[config.mk]
export PLATFORM = sky130hd
export DESIGN_NAME = matmul_tile_scheduler
export DESIGN_NICKNAME = d
export VERILOG_FILES = /design/src/rtl/matmul_pkg.sv /design/src/rtl/tile_index_walker.sv /design/src/rtl/matmul_tile_scheduler.sv
export SDC_FILE = /design/constraint.sdc
export NUM_CORES = 1
export LEC_CHECK = 0
export CAP_MARGIN = 20
export CORE_MARGIN = 4
export CORE_UTILIZATION = 36
export DETAILED_ROUTE_END_ITERATION = 10
export PLACE_DENSITY = 0.67
export SLEW_MARGIN = 20
export SYNTH_ARGS = -nofsm -noshare
export SYNTH_HDL_FRONTEND = slang
export SYNTH_SLANG_ARGS = --single-unit
[constraint.sdc]
create_clock -name clk -period 2.1 [get_ports clk]
set_input_delay 0.42 -clock clk [delete_from_list [all_inputs] [get_ports clk]]
set_output_delay 0.42 -clock clk [all_outputs]
set_load 0.02 [all_outputs]
[src/rtl/matmul_pkg.sv]
// Shared constants and FSM encoding for the tiled matrix-multiply scheduler.
package matmul_pkg;

  localparam int MM_N         = 16;
  localparam int MM_TILE      = 4;
  localparam int MM_AW        = $clog2(MM_N);
  localparam int MM_SKEW      = 2 * MM_TILE - 2;
  localparam int MM_NUM_TILES = (MM_N / MM_TILE) * (MM_N / MM_TILE);

  typedef enum logic [2:0] {
    ST_IDLE  = 3'd0,
    ST_CLEAR = 3'd1,
    ST_FEED  = 3'd2,
    ST_FLUSH = 3'd3,
    ST_DRAIN = 3'd4,
    ST_FIN   = 3'd5
  } state_t;

endpackage

[src/rtl/tile_index_walker.sv]
// Row-major walk over output tile bases (tr, tc); flags the final tile of a run.
module tile_index_walker #(
  parameter int N    = matmul_pkg::MM_N,
  parameter int TILE = matmul_pkg::MM_TILE,
  parameter int AW   = $clog2(N)
) (
  input  logic          clk,
  input  logic          rst_n,
  input  logic          i_start,
  input  logic          i_advance,
  output logic [AW-1:0] o_tr,
  output logic [AW-1:0] o_tc,
  output logic          o_last_tile
);

  localparam logic [AW-1:0] LAST_BASE = AW'(N - TILE);
  localparam logic [AW-1:0] STEP      = AW'(TILE);

  logic [AW-1:0] r_tr;
  logic [AW-1:0] r_tc;

  always_ff @(posedge clk or negedge rst_n) begin
    if (!rst_n) begin
      r_tr <= '0;
      r_tc <= '0;
    end else if (i_start) begin
      r_tr <= '0;
      r_tc <= '0;
    end else if (i_advance) begin
      if (r_tc == LAST_BASE) begin
        r_tc <= '0;
        r_tr <= r_tr + STEP;
      end else begin
        r_tc <= r_tc + STEP;
      end
    end
  end

  assign o_tr        = r_tr;
  assign o_tc        = r_tc;
  assign o_last_tile = (r_tr == LAST_BASE) && (r_tc == LAST_BASE);

endmodule

[src/rtl/matmul_tile_scheduler.sv]
// Tile sequencer: clear, feed K operand beats, flush systolic skew, drain TILE rows per tile.
module matmul_tile_scheduler
  import matmul_pkg::*;
#(
  parameter int N    = MM_N,
  parameter int TILE = MM_TILE,
  parameter int AW   = $clog2(N),
  parameter int SKEW = 2 * TILE - 2
) (
  input  logic          clk,
  input  logic          rst_n,
  input  logic          start,
  output logic          busy,
  output logic          done,
  output logic          arr_clear,
  output logic          feed_valid,
  input  logic          feed_ready,
  output logic [AW-1:0] feed_k,
  output logic [AW-1:0] tile_row,
  output logic [AW-1:0] tile_col,
  output logic          drain_valid,
  input  logic          drain_ready,
  output logic [AW-1:0] drain_row,
  output logic [31:0]   cycle_count
);

  if ((N % TILE) != 0 || TILE < 2) begin : g_param_check
    $error("matmul_tile_scheduler: N must be a multiple of TILE and TILE must be >= 2");
  end

  localparam int            FW     = (SKEW > 1) ? $clog2(SKEW) : 1;
  localparam logic [AW-1:0] K_LAST = AW'(N - 1);
  localparam logic [AW-1:0] I_LAST = AW'(TILE - 1);

  state_t        r_state;
  logic [AW-1:0] r_k;
  logic [AW-1:0] r_i;
  logic [FW-1:0] r_flush;
  logic [31:0]   r_cycles;

  logic          w_walk_start;
  logic          w_advance;
  logic          w_last_tile;
  logic          w_drain_last;
  logic [AW-1:0] w_tr;
  logic [AW-1:0] w_tc;

  assign w_walk_start = (r_state == ST_IDLE) && start;
  assign w_drain_last = (r_state == ST_DRAIN) && drain_ready && (r_i == I_LAST);
  // The final tile does not advance, so tile_row/tile_col keep their last values after FIN.
  assign w_advance    = w_drain_last && !w_last_tile;

  tile_index_walker #(
    .N    (N),
    .TILE (TILE),
    .AW   (AW)
  ) u_walker (
    .clk         (clk),
    .rst_n       (rst_n),
    .i_start     (w_walk_start),
    .i_advance   (w_advance),
    .o_tr        (w_tr),
    .o_tc        (w_tc),
    .o_last_tile (w_last_tile)
  );

  always_ff @(posedge clk or negedge rst_n) begin
    if (!rst_n) begin
      r_state  <= ST_IDLE;
      r_k      <= '0;
      r_i      <= '0;
      r_flush  <= '0;
      r_cycles <= '0;
    end else begin
      if (r_state != ST_IDLE) begin
        r_cycles <= r_cycles + 32'd1;
      end
      case (r_state)
        ST_IDLE: begin
          if (start) begin
            r_state  <= ST_CLEAR;
            r_cycles <= '0;
            r_i      <= '0;
          end
        end
        ST_CLEAR: begin
          r_k     <= '0;
          r_state <= ST_FEED;
        end
        ST_FEED: begin
          if (feed_ready) begin
            if (r_k == K_LAST) begin
              r_state <= ST_FLUSH;
              r_flush <= FW'(SKEW - 1);
            end else begin
              r_k <= r_k + AW'(1);
            end
          end
        end
        ST_FLUSH: begin
          if (r_flush == '0) begin
            r_state <= ST_DRAIN;
            r_i     <= '0;
          end else begin
            r_flush <= r_flush - FW'(1);
          end
        end
        ST_DRAIN: begin
          if (drain_ready) begin
            if (r_i == I_LAST) begin
              r_state <= w_last_tile ? ST_FIN : ST_CLEAR;
            end else begin
              r_i <= r_i + AW'(1);
            end
          end
        end
        ST_FIN: begin
          r_state <= ST_IDLE;
        end
        default: begin
          r_state <= ST_IDLE;
        end
      endcase
    end
  end

  assign busy        = (r_state != ST_IDLE);
  assign done        = (r_state == ST_FIN);
  assign arr_clear   = (r_state == ST_CLEAR);
  assign feed_valid  = (r_state == ST_FEED);
  assign drain_valid = (r_state == ST_DRAIN);
  assign feed_k      = r_k;
  assign tile_row    = w_tr;
  assign tile_col    = w_tc;
  assign drain_row   = w_tr + r_i;
  assign cycle_count = r_cycles;

endmodule
==> out/results.txt <==
top-count cell post-synth = dfrtp_1
clk buf depth = 2
Avg Cell Area, Syn = 9.69 sq um
pwr dens = 862 mW/mm^2
post-layout minimum cycle time = 2000 ps
Die Ht = 95.8 um
largest net degree at the start of global routing = 32
drt initial violations = 67
drt pass-1 iters = 4
clock skew = 11.5 ps
row cnt = 31
sequential share of power = 0.416
worst-margin pin slew = 518 ps
vias in the first global route = 2,142
cts hold-fix bufs = 0
Die ar. = 0.00917 sq mm
P&R area growth vs syn = 27.7%
first-pass GRT wire length = 10,200 um
routed wire length = 6100 um
Clock Latency Late Sink = 300 ps
Post-synth EDFFs = 0
Port Buf Inserts = 53
Max-cap violations = 0
#FFs+latches synth = 50
fin crit share = 0.955
Final Cell Area = 0.00354 sq mm
top cell type's share of synthesized area = 0.451
leading area contributor after synthesis = dfrtp_1
diode count = 0
# IOs = 58
NetSw = 1.19 mW
Internal Power = 1.86 mW
total power draw = 3.05 mW
combinational share of power = 0.398
top post-synthesis cells by count = 50 x dfrtp_1, 38 x nand2_1, 24 x mux2i_1
Crit. End Element = primary output
Synth Cell Area = 0.00277 sq mm
Switching Share = 0.389
share of layout cells above drive strength 1 = 0.113
CP Data Required Time = 1680 ps
fmax = 499 MHz
grt total ovfl = 0
post-synthesis cell count = 286
clk sink count = 50
post-CTS setup repair buffer count = 0
GRT Total Usage = 0.139
H-tree levels = 2
status = finished clean
antenna viol nets, final = 0
Seq/Total Area, Yosys = 0.451
clock power share = 0.186
Synth area leaders = dfrtp_1 45%, mux2i_1 8.7%, nand2_1 5.1%
Fin Hold WS = 67.9 ps
Post-synth top flop = dfrtp_1
Final Slew Violations = 0
Inserted Clock Buffers = 5
CP Max Fanout = 10
Data arrival, critical path = 1580 ps
antenna violations before repair = 0
post-CTS sizing = 8
Slew HR = 0.655
setup TNS = 0 ps
Core Box Area = 0.00737 sq mm
Static Leak = 1.66 nW
routed len/inst = 13.7 um
Root Driver = clkbuf_8
crit start category = register
post-DP HPWL = 4430 um
Post-synth ARST share = 1.00
post-synth cell types = 54
final count of negative-setup-slack endpoints = 0
routed vias/inst = 5.20
Hold Path Class = in2async
RSZ-0062 raised after global routing = false
Die X = 95.8 um
DRC = 0
CTS tree = yes
hold violation total from the final report = 0
clock-pin slew on the worst setup and hold paths = 100 ps
Peak VDD IR = 0.000545 V
via count = 2,316
Placer Congestion = 0.799
Setup CP Type = reg2out
# nets final = 358
starting density of the core = 0.376
placed cell area = 0.00345 sq mm
Ys Warns = 0
==> power groups by stage <==
stage          clock network [mW]  registers, mW  logic [mW]
2_1_floorplan                   0           1.29       0.762
3_3_place_gp                    0           1.27        1.23
3_5_place_dp                    0           1.28        1.24
4_1_cts                     0.595           1.27        1.23
5_1_grt                     0.632           1.30        1.35
6_report                    0.568           1.27        1.21
==> metal layers <==
layer | track usage | part of all wire | vias to the layer above
met5 | 0 | 0 | -
met2 | 0.218 | 0.47 | 51
li1 | - | - | 1132
met1 | 0.194 | 0.48 | 1131
met4 | 0.0273 | 0.0044 | 0
met3 | 0.0375 | 0.044 | 2
==> per-stage QoR <==
step | worst slack, ps | cells | util
after floorplan | 26.2 | 289 | -
after detailed placement | 86.1 | 437 | 0.468
after global routing | 16.2 | 445 | 0.480
after CTS | 13.4 | 445 | 0.480
after global placement | 118 | 437 | 0.468
final | 95.1 | 445 | 0.480
==> worst max-delay path, stage by stage (launching register included) <==
cell	delay [ps]
dfrtp_2	480
or3b_4	440
clkinv_4	80
clkdlybuf4s15_1	300
==> sequential cells by signal (all words and copies together), names as in the netlist <==
name           flops
cycle_count       32
feed_k             4
r_flush            3
r_i                4
r_state            3
u_walker.o_tc      2
u_walker.o_tr      2
==> kinds of logic (layout without fill, tap and decap cells) <==
family          Yosys count  in the layout  share of synthesized area
other cells               1              4                    0.00135
flops                    50             50                      0.451
buf+inv                  29             86                     0.0578
compound gates           43             43                      0.106
fa+ha+maj                 8              8                     0.0361
mux                      25             25                     0.0907
xor+xnor                  4              4                     0.0126
simple gates            126            126                      0.245
==> final cells by class <==
cell class	instances	area [sq um]
multi-input combinational	210	1380
clock inverter	2	13.8
clock buffer	6	72.6
fill	702	3830
inverter	8	35.0
timing repair buffer	70	664
sequential	50	1250
tap	99	124
==> placed cells by master (no fill, tap or decap), drive strengths merged, types with 2 or more instances in the layout <==
master / count
dfrtp: 50
clkdlybuf4s50: 46
nand2: 38
mux2i: 24
nor2: 20
buf: 18
nand3: 16
nand4: 16
o21ai: 12
o31ai: 9
ha: 8
inv: 7
a21oi: 6
clkbuf: 6
nand2b: 5
nand3b: 4
conb: 4
nor3: 4
and4: 3
o41ai: 3
dlygate4sd2: 3
clkinv: 3
nor4: 3
xnor2: 2
nor3b: 2
and3: 2
and2: 2
nor4b: 2
o211ai: 2
xor2: 2
o21a: 2
or3: 2
clkdlybuf4s15: 2
or3b: 2
or2: 2
==> worst paths after layout <==
path                                       from         endpoint  slack [ps]  cells past startpoint
worst max-delay path                 r_state[2]       feed_valid         100                      3
worst min register to register  cycle_count[31]  cycle_count[31]         480                      1
min in group clk                cycle_count[31]  cycle_count[31]         480                      1
worst min-delay path                      rst_n  cycle_count[14]          70                      1
max in group asynchronous                 rst_n       r_state[2]        1470                      2
worst max register to register           r_i[0]           r_i[3]         170                      5
Note: power is estimated with default switching activity, not from simulation.
